[src/rtl/array_max_scanner_pkg.sv]
// rtl/array_max_scanner_pkg.sv - shared states and constants for the array max scanner
package array_max_scanner_pkg;

   // 3-bit state encoding shared by the scanner FSM
   typedef enum logic [2:0] {
      S_IDLE   = 3'd0,
      S_READ   = 3'd1,
      S_WR_VAL = 3'd2,
      S_WR_IDX = 3'd3,
      S_DONE   = 3'd4
   } state_t;

   localparam logic [31:0] RES_ADR_DEFAULT = 32'd2000;
   localparam logic [31:0] WORD_STRIDE     = 32'd4;

   // byte address of element idx of a word array starting at base (wraps at 32 bits)
   function automatic logic [31:0] word_adr(input logic [31:0] base, input logic [31:0] idx);
      return base + idx * WORD_STRIDE;
   endfunction

endpackage

[src/rtl/array_max_scanner_max_track.sv]
// rtl/array_max_scanner_max_track.sv - signed running-maximum register with index
module max_track
   import array_max_scanner_pkg::*;
#(
   parameter int LEN_W = 16
) (
   input  logic             clk,
   input  logic             rst,
   input  logic             valid,
   input  logic             first,
   input  logic [31:0]      data,
   input  logic [LEN_W-1:0] idx,
   output logic [31:0]      max_val,
   output logic [LEN_W-1:0] max_idx
);

   logic load;

   // strict compare keeps the first occurrence on ties; first element always loads
   assign load = valid && (first || ($signed(data) > $signed(max_val)));

   // capture the new maximum and where it was found
   always_ff @(posedge clk or posedge rst) begin
      if (rst) begin
         max_val <= '0;
         max_idx <= '0;
      end else if (load) begin
         max_val <= data;
         max_idx <= idx;
      end
   end

endmodule

[src/rtl/array_max_scanner.sv]
// rtl/array_max_scanner.sv - scans a word array in data memory and writes back its signed maximum
module array_max_scanner
   import array_max_scanner_pkg::*;
#(
   parameter logic [31:0] RES_ADR = RES_ADR_DEFAULT,
   parameter int          LEN_W   = 16
) (
   input  logic             clk,
   input  logic             rst,
   input  logic             start,
   input  logic [31:0]      base_adr,
   input  logic [LEN_W-1:0] len,
   output logic [31:0]      mem_adr,
   output logic [31:0]      mem_wdata,
   output logic             mem_rd,
   output logic             mem_wr,
   input  logic [31:0]      mem_rdata,
   output logic             busy,
   output logic             done,
   output logic [31:0]      max_val,
   output logic [LEN_W-1:0] max_idx
);

   state_t           state;
   logic [31:0]      base_q;
   logic [LEN_W-1:0] len_q;
   logic [LEN_W-1:0] i;
   logic             last;

   assign last = (i == len_q - 1'b1);

   // sequencing, element counter and registered status flags
   always_ff @(posedge clk or posedge rst) begin
      if (rst) begin
         state  <= S_IDLE;
         base_q <= '0;
         len_q  <= '0;
         i      <= '0;
         busy   <= 1'b0;
         done   <= 1'b0;
      end else begin
         case (state)
            S_IDLE: begin
               done <= 1'b0;
               if (start) begin
                  base_q <= base_adr;
                  len_q  <= len;
                  i      <= '0;
                  if (len != '0) begin
                     state <= S_READ;
                     busy  <= 1'b1;
                  end else begin
                     state <= S_DONE;
                     done  <= 1'b1;
                  end
               end
            end
            S_READ: begin
               if (last) state <= S_WR_VAL;
               else      i     <= i + 1'b1;
            end
            S_WR_VAL: begin
               state <= S_WR_IDX;
            end
            S_WR_IDX: begin
               state <= S_DONE;
               busy  <= 1'b0;
               done  <= 1'b1;
            end
            S_DONE: begin
               state <= S_IDLE;
               done  <= 1'b0;
            end
            default: begin
               state <= S_IDLE;
               busy  <= 1'b0;
               done  <= 1'b0;
            end
         endcase
      end
   end

   // memory port decode; everything idles at zero outside the access states
   always_comb begin
      mem_adr   = '0;
      mem_wdata = '0;
      mem_rd    = 1'b0;
      mem_wr    = 1'b0;
      case (state)
         S_READ: begin
            mem_rd  = 1'b1;
            mem_adr = word_adr(base_q, 32'(i));
         end
         S_WR_VAL: begin
            mem_wr    = 1'b1;
            mem_adr   = RES_ADR;
            mem_wdata = max_val;
         end
         S_WR_IDX: begin
            mem_wr    = 1'b1;
            mem_adr   = RES_ADR + WORD_STRIDE;
            mem_wdata = 32'(max_idx);
         end
         default: ;
      endcase
   end

   max_track #(
      .LEN_W(LEN_W)
   ) u_max_track (
      .clk     (clk),
      .rst     (rst),
      .valid   (state == S_READ),
      .first   (i == '0),
      .data    (mem_rdata),
      .idx     (i),
      .max_val (max_val),
      .max_idx (max_idx)
   );

endmodule

[config.mk]
export PLATFORM = sky130hd
export DESIGN_NAME = array_max_scanner
export DESIGN_NICKNAME = d
export VERILOG_FILES = /design/src/rtl/array_max_scanner_pkg.sv /design/src/rtl/array_max_scanner_max_track.sv /design/src/rtl/array_max_scanner.sv
export SDC_FILE = /design/constraint.sdc
export NUM_CORES = 1
export LEC_CHECK = 0
export BUFFER_PORTS_ARGS = -buffer_cell sky130_fd_sc_hd__buf_2
export CAP_MARGIN = 20
export CORE_MARGIN = 8
export CORE_UTILIZATION = 35
export CTS_CLUSTER_DIAMETER = 30
export DETAILED_ROUTE_END_ITERATION = 12
export PLACE_DENSITY = 0.59
export SYNTH_ARGS = -nofsm -noshare
export SYNTH_HDL_FRONTEND = slang
export SYNTH_SLANG_ARGS = --single-unit
[constraint.sdc]
create_clock -name clk -period 4.8 [get_ports clk]
set_clock_uncertainty 0.2 [all_clocks]
set_input_delay 1.44 -clock clk [delete_from_list [all_inputs] [get_ports clk]]
set_output_delay 1.44 -clock clk [all_outputs]
set_load 0.005 [all_outputs]
# Word level (Yosys, flattened, before mapping)

Index checks and enable logic that the tools add are counted.

$add $sub $neg: 3
$lt $le $gt $ge: 1
Eq/ne operators: 9
Multiplexer cells: 17
Bitwise operators: 1
Reduce and logical (&&, ||, !) cells: 13

Operators with widths:

| operator              | number |
|---|---|
| $pmux 32 s3           | 1 |
| $pmux 32 s2           | 1 |
| $add 32x18->32        | 1 |
| $gt 32x32->1          | 1 |
| $mux 16               | 2 |
| $pmux 16 s2           | 1 |
| $add 16x1->16 const B | 1 |
| $eq 16x16->1          | 1 |
| $logic_not 16->1      | 1 |
| $reduce_bool 16->1    | 1 |
| $sub 16x1->16 const B | 1 |
| $pmux 3 s4            | 1 |
| $mux 3                | 3 |
| $ne 2x2->1 const B    | 4 |
| $eq 3x2->1 const B    | 2 |
| $mux 1                | 6 |
| $reduce_and 3->1      | 2 |
| $reduce_and 2->1      | 2 |
| $reduce_or 2->1       | 2 |
| $eq 3x1->1 const B    | 1 |
| $eq 3x3->1 const B    | 1 |
| $logic_not 3->1       | 1 |
| $pmux 1 s3            | 1 |
| $reduce_or 3->1       | 1 |
| other kinds (5)       | 5 |

Register bits: 117
Output and inout port bits: 116

# Depth between registers and ports, before layout

Gate-level depths: netlist of run 1.

Depth after elaboration: 4
Depth in mapped cells: 11

# By module

Synthesis of run 1 repeated with hierarchy kept, for this count alone.

Cells, all modules: 862
Area total of the unflattened synthesis: 7,816.2 um2

Modules (own cells, without submodules):

| module            | times used | cells each | area an instance (um2) | sequential area each (um2) |
|---|---|---|---|---|
| array_max_scanner | 1          | 641        | 5,098.6                | 1,726.7 |
| max_track         | 1          | 221        | 2,717.6                | 1,201.2 |

# Worst setup path before layout of run 1

OpenSTA, ideal clock, no wires.

Path type: register to output
From: register i[0]
To: output port mem_adr[22]
Arrival time: 2.824 ns
Data required time: 3.160 ns
Path slack: 0.336 ns
Stages on the path, launching flop included: 10
Buffers on the path: 0
Cell sequence: dfrtp_1 -> ha_1 -> fa_1 -> a211o_1 -> a2111oi_0 -> o31ai_1 -> o211ai_1 -> nand2_1 -> a21bo_2 -> a21oi_1

Longest elaborated chain between the ends: 2

Ends and longest elaborated chain:

| item                   | RTL line                    | source |
|---|---|---|
| start, declared        | array_max_scanner.sv:27     | `logic [LEN_W-1:0] i;` |
| start signal, assigned | array_max_scanner.sv:60     | `else i <= i + 1'b1;` |
| $add 32x18->32         | array_max_scanner_pkg.sv:18 | `return base + idx * WORD_STRIDE;` |
| $pmux 32 s3            | array_max_scanner.sv:89     | `case (state)` |
| end, declared          | array_max_scanner.sv:13     | `output logic [31:0] mem_adr,` |

Every way passes these cells.

# Final worst setup path of run 1

From: register base_q[2]
To: output port mem_adr[26]

Longest elaborated chain between the ends: 2

Ends and longest elaborated chain:

| item                   | RTL line                    | source |
|---|---|---|
| start, declared        | array_max_scanner.sv:25     | `logic [31:0] base_q;` |
| start signal, assigned | array_max_scanner.sv:46     | `base_q <= base_adr;` |
| $add 32x18->32         | array_max_scanner_pkg.sv:18 |  |
| $pmux 32 s3            | array_max_scanner.sv:89     |  |

Every way passes these cells.

==> reports/results.tsv, run 1 <==
stage	metric	value	unit
run_status	status	finished clean	
drt	Wirelength per Cell	17.3	um
power	Seq pwr share	32.3	%
synthesis	ys flop type	dfrtp_1	
timing	Final period util	99.4	%
global_route	first-pass GRT wire length	37.9	mm
clock_network	CTS tree	done	
timing	unrepaired setup endpoints after global routing	true	
synthesis	adder-cell share of the synthesized area	8.52	%
timing	Slew Limit Headroom	35.9	%
synthesis	Post-Synth Simple-Gate Area	22.7	%
clock_network	CTS buffer count	17	
synthesis	post-synthesis sequential area ratio	37.9	%
synthesis	Post-Synthesis Mean Instance Area	8.74	um^2
setup_path	CP endpoint kind	output port	
synthesis	largest cells by area after synthesis	dfrtp_1 38%, nand2_1 8.9%, ha_1 8.3%	
drt	# DRC	0	
final_layout	fin util	45.1	%
drt	Final ANT Viol Nets	0	
synthesis	Synth async-reset ratio	100	%
die	Chip Height	165	um
timing	min cycle time layout	4.77	ns
synthesis	EDFF count, synth	0	
drt	DRT Pass-1 Iters	5	
synthesis	synth unique cells	73	
synthesis	Mapped Cells	884	
synthesis	compound-gate portion of the synthesized area	12.7	%
synthesis	syn_nets	1019	
placed_design	Port Buffers	198	
drt	total number of vias	7232	
power	peak supply drop	0.230	mV
placed_design	GPL Wtd Cong	0.844	
final_layout	area delta synth->final	27.1	%
timing	Final setup viols	0	
clock_network	worst skew pair latency	0.42	ns
drt	Routed WL	23.9	mm
worst_hold_path	WHS Path Cells	2	
die	Die Footprint	27100	um^2
setup_path	critical path fanouts, max	4	
clock_network	htree depth	4	
synthesis	flop and latch count out of synthesis	117	
clock_network	clock buffer depth	2	
synthesis	Cell Area, Synth	7730	um^2
synthesis	fraction of synthesized area in multiplexers	9.18	%
setup_path	crit path kind	reg -> out	
timing	endpoints failing hold	0	
final_layout	# nets final	1224	
global_route	All-Layer GR Usage	17.5	%
final_layout	FILL cells	2160	
final_layout	Ant. Diodes	0	
worst_hold_path	Hold WC Path Type	reg -> reg	
power	switching share of power	37.8	%
timing	fmax	210	MHz
final_layout	layout cells sized above 1	30.6	%
placed_design	hpwl dp	18.1	mm
power	power density over the cells	474	nW/um^2
synthesis	largest family of logic cells by synthesized area	simple AND/OR/NAND/NOR gates	
final_layout	commonest cells after routing, fill and taps aside	198 x buf_2, 183 x nand2_1, 115 x dfrtp_1	
die	Initial Utilization	35.5	%
global_route	GRT overflow	0	
power	Internal Pwr Total	2.89	mW
die	Die X	165	um
synthesis	leading area contributor after synthesis	dfrtp_1	
global_route	number of global-route vias before repair	7129	
drt	Vias/cell	5.23	
die	row cnt	54	
power	Comb pwr share	41.0	%
power	clock share of power	26.7	%
synthesis	Synth top area share	37.9	%
final_layout	most common cell after layout, fill and taps aside	buf_2	
synthesis	xor-xnor portion of the synthesized cell area	3.85	%
setup_path	crit path DAT	3.13	ns
power	NetSw	1.76	mW
timing	Worst-Margin Slew	0.961	ns
job	maxcap violations	0	
setup_path	Worst Reg-to-Reg Cells	8	
setup_path	CP startpoint kind	flop	
die	Ports	199	
clock_network	Root Driver	clkbuf_16	
die	core area	21800	um^2
synthesis	YS warnings	0	
global_route	initial antenna violation count	0	
timing	Slew Viols, Final	0	
power	total power	4.66	mW
drt	Initial DRC Count	467	
setup_path	CP required	3.16	ns
power	Leak	4.97	nW
clock_network	Clk pin slew, worst setup/hold paths	0.06	ns
global_route	largest net degree at the start of global routing	60	
clock_network	total clock sinks	117	
[path summary, 6_finish.rpt]
| check | from | end | slack (ns) |
|---|---|---|---|
| worst max register to register | state[2] | u_max_track.max_val[22] | 0.89 |
| min in group asynchronous | rst | u_max_track.max_idx[1] | 0.97 |
| worst min-delay path | base_q[0] | base_q[0] | 0.27 |
| max in group asynchronous | rst | i[3] | 2.62 |
| worst min register to register | base_q[0] | base_q[0] | 0.27 |
| worst max-delay path | base_q[2] | mem_adr[26] | 0.03 |
[routing by layer]
layer / track usage [%] / vias to the layer above / wire [um]
met1: 23.3 / 3432 / 10900
met3: 4.21 / 25 / 2110
met5: 0 / - / 0
li1: - / 3501 / -
met4: 4.59 / 0 / 362
met2: 27.9 / 274 / 10500
[metrics by stage]
stage          setup TNS, ns  hold slack [ns]  cell area, um^2  setup slack (ns)  std cells
2_1_floorplan              0            0.237             7730            0.0592        884
3_3_place_gp         -0.0674            0.252             9080          -0.00605       1343
3_5_place_dp           -1.15            0.256             9080           -0.0445       1343
4_1_cts                    0            0.271             9740           0.00525       1378
5_1_grt               -0.996            0.300             9820            -0.158       1382
6_report                   0            0.269             9820            0.0297       1382
[flip-flops by register name, indices dropped and copies added, names as in the netlist]
register / cells
done: 1
base_q: 32
busy: 1
state: 3
u_max_track.max_idx: 16
i: 16
u_max_track.max_val: 32
len_q: 16
[what timing repair did]
action | CTS | global route
setup buffers | 3 | 3
pin swaps | 7 | 6
cloned | 0 | 1
gates resized for setup | 13 | 12
hold buffers | 0 | 0
endpoints found under the setup margin | 19 | 16
[cell type report]
cell class                      count  area [um^2]  share of cell area (%)
Clock buffer                       17          425                    4.33
Clock inverter                     15          146                    1.49
Inverter                           58          220                    2.24
Multi-Input combinational cell    670         4520                    46.0
Sequential cell                   117         2930                    29.8
Tap cell                          280          350                    3.57
Timing Repair Buffer              225         1230                    12.5
[kinds of logic (layout without fill, tap and decap cells)]
family,after synthesis,in the layout
adders and majority gates,52,52
and+or+nand+nor,370,370
xor gates and xnor gates,34,34
muxes,66,66
buffers and inverters,97,315
DFF,117,117
AOI/OAI and AO/OA,148,148
[worst max-delay path, cell delays in order, from the launching register on]
cell       delay, ns
dfrtp_1         0.39
ha_2            0.21
fa_2            0.36
a211o_1         0.31
a2111oi_4       0.38
o31ai_4         0.11
o211ai_1        0.33
nand2_2         0.14
buf_6           0.16
a31o_4          0.22
buf_6           0.11
[power groups by stage]
stage	combinational, mW	sequential (mW)	clock (mW)
5_1_grt	2.14	1.54	1.32
6_report	1.91	1.50	1.24
2_1_floorplan	1.20	1.47	0
3_3_place_gp	1.85	1.51	0
3_5_place_dp	1.88	1.52	0
4_1_cts	1.93	1.51	1.27
[Yosys cell counts, types with 6 or more instances]
| cell | number |
|---|---|
| inv_1 | 57 |
| mux2i_1 | 27 |
| and2_1 | 12 |
| or3_1 | 6 |
| nand2b_1 | 9 |
| a211oi_1 | 9 |
| ha_1 | 51 |
| buf_2 | 8 |
| nor3_1 | 22 |
| nand4_1 | 13 |
| nor2_1 | 54 |
| buf_1 | 6 |
| nand2_1 | 184 |
| dfrtp_1 | 117 |
| a21o_1 | 9 |
| xnor2_1 | 21 |
| o21ai_0 | 38 |
| and4_1 | 7 |
| xor2_1 | 13 |
| a21oi_1 | 41 |
| nand3_1 | 17 |
| mux2_2 | 39 |
| clkbuf_1 | 22 |
| nor4_1 | 13 |
No activity file was read; power rests on OpenSTA's default activity.
==> run 2: changes to the inputs <==
--- a/config.mk
+++ b/config.mk
@@ -5,13 +5,13 @@
 export SDC_FILE = /design/constraint.sdc
 export NUM_CORES = 1
 export LEC_CHECK = 0
-export BUFFER_PORTS_ARGS = -buffer_cell sky130_fd_sc_hd__buf_2
+export BUFFER_PORTS_ARGS = -buffer_cell sky130_fd_sc_hd__clkbuf_2
 export CAP_MARGIN = 20
 export CORE_MARGIN = 8
 export CORE_UTILIZATION = 35
 export CTS_CLUSTER_DIAMETER = 30
 export DETAILED_ROUTE_END_ITERATION = 12
-export PLACE_DENSITY = 0.59
+export PLACE_DENSITY = 0.57
 export SYNTH_ARGS = -nofsm -noshare
 export SYNTH_HDL_FRONTEND = slang
 export SYNTH_SLANG_ARGS = --single-unit
==> constraint.sdc (replaced) <==
create_clock -name clk -period 5.4 [get_ports clk]
set_clock_uncertainty 0.2 [all_clocks]
set_input_delay 1.62 -clock clk [delete_from_list [all_inputs] [get_ports clk]]
set_output_delay 1.62 -clock clk [all_outputs]
set_load 0.005 [all_outputs]
==> run 2 against run 1 <==
Register-to-register slack improved by 0.70 ns. Design area shrank 1.5%. Die area unchanged. Routed wire length decreased by 0.70%. Global-route usage about the same. Highest routed layer unchanged. Hold slack better by 0.0015 ns. Cell count shrank 0.72%.
==> reports/results.tsv, run 2 (same netlist as run 1, synthesis figures left out) <==
stage	metric	value	unit	change
clock_network	clock buffer depth	2		unchanged
final_layout	commonest cells after routing, fill and taps aside	198 x clkbuf_2, 184 x nand2_1, 116 x dfrtp_1		was 198 x buf_2, 183 x nand2_1, 115 x dfrtp_1
final_layout	# nets final	1214		was 1,224
timing	min cycle time layout	5.17	ns	
setup_path	critical path fanouts, max	5		was 4
global_route	largest net degree at the start of global routing	68		was 60
global_route	All-Layer GR Usage	17.5	%	about the same
final_layout	area delta synth->final	25.1	%	was 27.1%
timing	Slew Viols, Final	0		unchanged
worst_hold_path	Hold EP	base_q[1]		was base_q[0]
clock_network	CTS buffer count	17		unchanged
power	peak supply drop	0.232	mV	was 0.230 mV
drt	Final ANT Viol Nets	0		unchanged
clock_network	htree depth	4		unchanged
die	Ports	199		unchanged
job	maxcap violations	0		unchanged
die	Chip Height	165	um	unchanged
clock_network	worst skew pair latency	0.42	ns	about the same
worst_hold_path	min-delay src	base_q[1]		was base_q[0]
power	total power	4.18	mW	was 4.66 mW
timing	endpoints failing hold	0		unchanged
drt	Initial DRC Count	345		was 467
worst_hold_path	Hold WC Path Type	reg -> reg		unchanged
worst_hold_path	WHS Path Cells	2		unchanged
placed_design	Post-Place Setup Slack	0.275	ns	was -0.0445 ns
timing	Worst-Margin Slew	0.875	ns	was 0.961 ns
placed_design	hpwl dp	18.0	mm	was 18.1 mm
final_layout	most common cell after layout, fill and taps aside	clkbuf_2		was buf_2
setup_path	FF-to-FF End	u_max_track.max_val[30]		was u_max_track.max_val[22]
final_layout	Ant. Diodes	0		unchanged
global_route	first-pass GRT wire length	37.8	mm	was 37.9 mm
die	Initial Utilization	35.5	%	unchanged
timing	Final setup viols	0		unchanged
timing	Final period util	95.8	%	
clock_network	CTS tree	done		unchanged
setup_path	CP startpoint kind	flop		unchanged
global_route	GRT overflow	0		unchanged
setup_path	Worst Reg-to-Reg Cells	9		was 8
die	Die X	165	um	unchanged
setup_path	crit path DAT	3.35	ns	was 3.13 ns
placed_design	Port Buffers	198		unchanged
die	core area	21800	um^2	unchanged
setup_path	Reg2Reg Launch Point	state[2]		unchanged
run_status	status	finished clean		unchanged
timing	Slew Limit Headroom	41.7	%	was 35.9%
clock_network	Root Driver	clkbuf_16		unchanged
drt	# DRC	0		unchanged
setup_path	crit path kind	reg -> out		unchanged
setup_path	CP required	3.58	ns	was 3.16 ns
final_layout	Top Registers	base_q: 32 flops, u_max_track.max_val: 32 flops		unchanged
global_route	initial antenna violation count	0		unchanged
power	Leak	4.91	nW	was 4.97 nW
drt	Vias/cell	5.12		was 5.23
timing	fmax	193	MHz	
setup_path	internal reg-to-reg setup slack	1.59	ns	was 0.89 ns
timing	final worst slack	0.225	ns	was 0.0297 ns
die	Die Footprint	27100	um^2	unchanged
global_route	number of global-route vias before repair	7124		was 7,129
setup_path	CP endpoint kind	output port		unchanged
final_layout	layout cells sized above 1	29.1	%	was 30.6%
timing	worst hold slack	0.270	ns	was 0.269 ns
drt	Routed WL	23.7	mm	was 23.9 mm
die	row cnt	54		unchanged
drt	total number of vias	7026		was 7,232
power	power density over the cells	432	nW/um^2	was 474 nW/um^2
drt	Wirelength per Cell	17.3	um	about the same
clock_network	hold-fix buffers at CTS	0		unchanged
drt	DRT Pass-1 Iters	4		was 5
placed_design	GPL Wtd Cong	0.834		was 0.844
clock_network	total clock sinks	117		unchanged
timing	Setup TNS	0	ns	unchanged
clock_network	Clk pin slew, worst setup/hold paths	0.06	ns	about the same
==> run 2: timing repair <==
item,4_1_cts,5_1_grt
gates resized for setup,1,4
pin swaps,1,0
endpoints found under the setup margin,4,15
setup buffers,1,0
==> run 2: area by class of cell <==
cell class              instances  area (um^2)
inverters                      58          220
fillers                      2226        12100
flip-flops and latches        117         2930
clock inverters                14          174
repair buffers                215         1120
multi-input cells             670         4430
clock buffers                  18          439
well taps                     280          350
==> run 2: worst max-delay path by stage <==
stage | slack (ns) | start | end
after global routing | -0.03 | i[1] | mem_adr[27]
after detailed placement | 0.27 | i[0] | mem_adr[22]
after floorplan | 0.48 | rst | base_q[0]
final | 0.23 | i[0] | mem_adr[22]
after global placement | 0.29 | i[0] | mem_adr[22]
after CTS | 0.09 | i[0] | mem_adr[22]
==> run 2: metrics by stage <==
stage	area [um^2]	util [%]	cells
final	9670	44.4	1372
after global routing	9670	44.4	1372
after CTS	9630	44.3	1371
after detailed placement	9010	41.4	1338
after global placement	9010	41.4	1338
after floorplan	7730	-	884
==> run 2: report_power, final <==
| group | internal, mW | total [mW] | switching [mW] |
|---|---|---|---|
| clock | 0.742 | 1.19 | 0.448 |
| sequential | 1.10 | 1.36 | 0.255 |
| combinational | 0.800 | 1.63 | 0.833 |
==> run 2: routing by layer <==
layer  global-route usage [%]  share of wire [%]
met3                     5.06                8.1
met2                     28.5                 46
met5                        0                  0
met1                     22.6                 45
met4                     3.64               0.84
==> run 2: critical path, stage by stage (launching register included) <==
cell and delay [ns]:
dfrtp_1 0.39, ha_1 0.24, fa_1 0.43, a211o_1 0.36, a2111oi_4 0.33, o31ai_1 0.19, o211ai_1 0.31, nand2_1 0.19
a21bo_2 0.25, a21oi_1 0.12, clkbuf_2 0.13
==> run 3: changes to the inputs <==
--- a/config.mk
+++ b/config.mk
@@ -12,6 +12,7 @@
 export CTS_CLUSTER_DIAMETER = 30
 export DETAILED_ROUTE_END_ITERATION = 12
 export PLACE_DENSITY = 0.57
+export RECOVER_POWER = 100
 export SYNTH_ARGS = -nofsm -noshare
 export SYNTH_HDL_FRONTEND = slang
 export SYNTH_SLANG_ARGS = --single-unit
==> run 3 against run 2 <==
The run now ends with capacitance limit, slew limit left. Register-to-register slack got worse by 0.56 ns. Global-route usage unchanged. Hold slack about the same. Critical path depth unchanged. Fmax decreased by 0.39%. Via count increased by 0.40%. Largest cell class unchanged. Critical path type unchanged. Flip-flop and latch count unchanged. Count of clock-buffer cells in the layout unchanged.
==> reports/results.tsv, run 3 (same netlist as run 1, synthesis figures left out) <==
stage	metric	value	unit	change
run_status	status	finished with violations		was finished clean
run_status	failing checks	capacitance limit, slew limit		
timing	min cycle time layout	5.20	ns	was 5.17 ns
global_route	largest net degree at the start of global routing	68		unchanged
drt	Vias/cell	5.14		was 5.12
setup_path	Buffers & Inverters on Critical Path	1		unchanged
final_layout	Top Registers	base_q: 32 flops, u_max_track.max_val: 32 flops		unchanged
setup_path	Crit path max-delay family	compound AO/OA/AOI/OAI gates		unchanged
global_route	first-pass GRT wire length	37.8	mm	unchanged
die	Ports	199		unchanged
global_route	number of global-route vias before repair	7124		unchanged
setup_path	crit path launch	i[0]		unchanged
power	clock share of power	28.8	%	was 28.5%
clock_network	worst skew pair latency	0.42	ns	about the same
worst_hold_path	min-delay src	base_q[1]		unchanged
placed_design	Port Buffers	198		unchanged
clock_network	CTS buffer count	17		unchanged
timing	worst hold slack	0.270	ns	about the same
die	Die X	165	um	unchanged
die	row cnt	54		unchanged
timing	Slew Viols, Final	169		was 0
final_layout	area delta synth->final	23.5	%	was 25.1%
power	peak supply drop	0.233	mV	was 0.232 mV
drt	DRT Pass-1 Iters	5		was 4
job	maxcap violations	3		was 0
setup_path	critical path endpoint	mem_adr[22]		unchanged
global_route	initial antenna violation count	0		unchanged
placed_design	hpwl dp	18.0	mm	unchanged
final_layout	FILL cells	2267		was 2,226
power	Internal Pwr Total	2.60	mW	was 2.64 mW
final_layout	layout cells sized above 1	22.7	%	was 29.1%
worst_hold_path	Hold WC Path Type	reg -> reg		unchanged
timing	Final period util	96.2	%	was 95.8%
clock_network	CTS tree	done		unchanged
setup_path	Worst path max stage delay	0.43	ns	about the same
power	Seq pwr share	32.8	%	was 32.5%
timing	Setup TNS	0	ns	unchanged
setup_path	crit path DAT	3.38	ns	was 3.35 ns
clock_network	Root Driver	clkbuf_16		unchanged
final_layout	Ant. Diodes	0		unchanged
timing	fmax	192	MHz	was 193 MHz
die	Die Footprint	27100	um^2	unchanged
drt	# DRC	0		unchanged
final_layout	Multi-input gate area	4400	um^2	was 4430 um^2
timing	Slew Limit Headroom	-88.2	%	was 41.7%
die	Initial Utilization	35.5	%	unchanged
clock_network	clock buffer depth	2		unchanged
drt	Final ANT Viol Nets	0		unchanged
global_route	All-Layer GR Usage	17.5	%	unchanged
power	Leak	4.72	nW	was 4.91 nW
power	switching share of power	37.1	%	was 36.7%
setup_path	FF-to-FF End	u_max_track.max_val[30]		unchanged
drt	Wirelength per Cell	17.4	um	was 17.3 um
die	Chip Height	165	um	unchanged
placed_design	GPL Wtd Cong	0.834		unchanged
final_layout	# nets final	1214		unchanged
setup_path	Levels on crit path	10		unchanged
clock_network	hold-fix buffers at CTS	0		unchanged
final_layout	most common cell after layout, fill and taps aside	nand2_1		was clkbuf_2
setup_path	CP startpoint kind	flop		unchanged
setup_path	critical path cell sequence	ha_1 > fa_1 > a211o_1 > a2111oi_4 > o31ai_1 > o211ai_1 > nand2_1 > a21bo_2 > a21oi_1 > clkbuf_2		unchanged
setup_path	critical path fanouts, max	5		unchanged
setup_path	internal reg-to-reg setup slack	1.03	ns	was 1.59 ns
timing	Final setup viols	0		unchanged
global_route	GRT overflow	0		unchanged
power	NetSw	1.53	mW	was 1.54 mW
setup_path	CP max-delay cell	fa_1		unchanged
drt	Initial DRC Count	314		was 345
clock_network	Clk pin slew, worst setup/hold paths	0.06	ns	about the same
drt	total number of vias	7054		was 7,026
power	power density over the cells	433	nW/um^2	was 432 nW/um^2
final_layout	sequential cell area	2930	um^2	unchanged
final_layout	commonest cells after routing, fill and taps aside	184 x nand2_1, 141 x clkbuf_2, 116 x dfrtp_1		was 198 x clkbuf_2, 184 x nand2_1, 116 x dfrtp_1
drt	Routed WL	23.9	mm	was 23.7 mm
clock_network	total clock sinks	117		unchanged
clock_network	htree depth	4		unchanged
timing	endpoints failing hold	0		unchanged
setup_path	CP endpoint kind	output port		unchanged
setup_path	Reg2Reg Launch Point	state[2]		unchanged
timing	Worst-Margin Slew	2.82	ns	was 0.875 ns
die	core area	21800	um^2	unchanged
setup_path	crit path kind	reg -> out		unchanged
setup_path	Worst Reg-to-Reg Cells	9		unchanged
power	Comb pwr share	38.5	%	was 39.1%
setup_path	CP required	3.58	ns	about the same
==> run 3: power by group through the flow <==
| stage | registers (mW) | logic (mW) | clock network (mW) |
|---|---|---|---|
| 2_1_floorplan | 1.31 | 1.07 | 0 |
| 3_3_place_gp | 1.37 | 1.63 | 0 |
| 3_5_place_dp | 1.38 | 1.64 | 0 |
| 4_1_cts | 1.36 | 1.65 | 1.21 |
| 5_1_grt | 1.40 | 1.80 | 1.25 |
| 6_report | 1.36 | 1.59 | 1.19 |
==> run 3: final cells by class <==
class | count | area share, %
Multi-Input combinational cell | 670 | 46.1
Tap cell | 280 | 3.67
Inverter | 58 | 2.28
Timing Repair Buffer | 215 | 10.8
Sequential cell | 117 | 30.7
Clock inverter | 14 | 1.82
Clock buffer | 18 | 4.60
==> run 3: per-layer routing <==
| layer | part of all wire [%] | track usage (%) | routed length [um] |
|---|---|---|---|
| met5 | 0 | 0 | 0 |
| met4 | 0.79 | 3.64 | 189 |
| met3 | 8.3 | 5.06 | 1990 |
| met2 | 45 | 28.5 | 10800 |
| met1 | 45 | 22.6 | 10900 |
==> run 3: worst min path at each step <==
stage / to / slack [ns] / depth (start not counted)
2_1_floorplan: base_q[0] / 0.24 / 2
3_3_place_gp: base_q[1] / 0.25 / 2
3_5_place_dp: base_q[0] / 0.26 / 2
4_1_cts: base_q[0] / 0.27 / 2
5_1_grt: base_q[0] / 0.31 / 2
6_report: base_q[1] / 0.27 / 2
==> run 3: timing repair <==
| item | in CTS | in global routing |
|---|---|---|
| pin swaps | 1 | 0 |
| setup endpoints to repair | 4 | 15 |
| setup buffers | 1 | 0 |
| resized for setup | 1 | 4 |
==> run 3: per-stage QoR <==
step                      power (mW)  utilization, %  instances  area [um^2]  worst slack, ns
after floorplan                 2.38               -        884         7730            0.479
after global placement          2.99            41.4       1338         9010            0.285
after detailed placement        3.02            41.4       1338         9010            0.275
after CTS                       4.23            44.3       1371         9630           0.0914
after global routing            4.44            43.9       1372         9550          -0.0314
final                           4.14            43.9       1372         9550            0.205
==> run 3: worst reg2reg max path, delay by kind of cell (launching register included) <==
| family | cells | cell delay, ns |
|---|---|---|
| muxes | 1 | 0.43 |
| AOI/OAI and AO/OA | 1 | 0.49 |
| buffers and inverters | 2 | 1.36 |
| DFF | 1 | 0.47 |
| and+or+nand+nor | 5 | 1.31 |
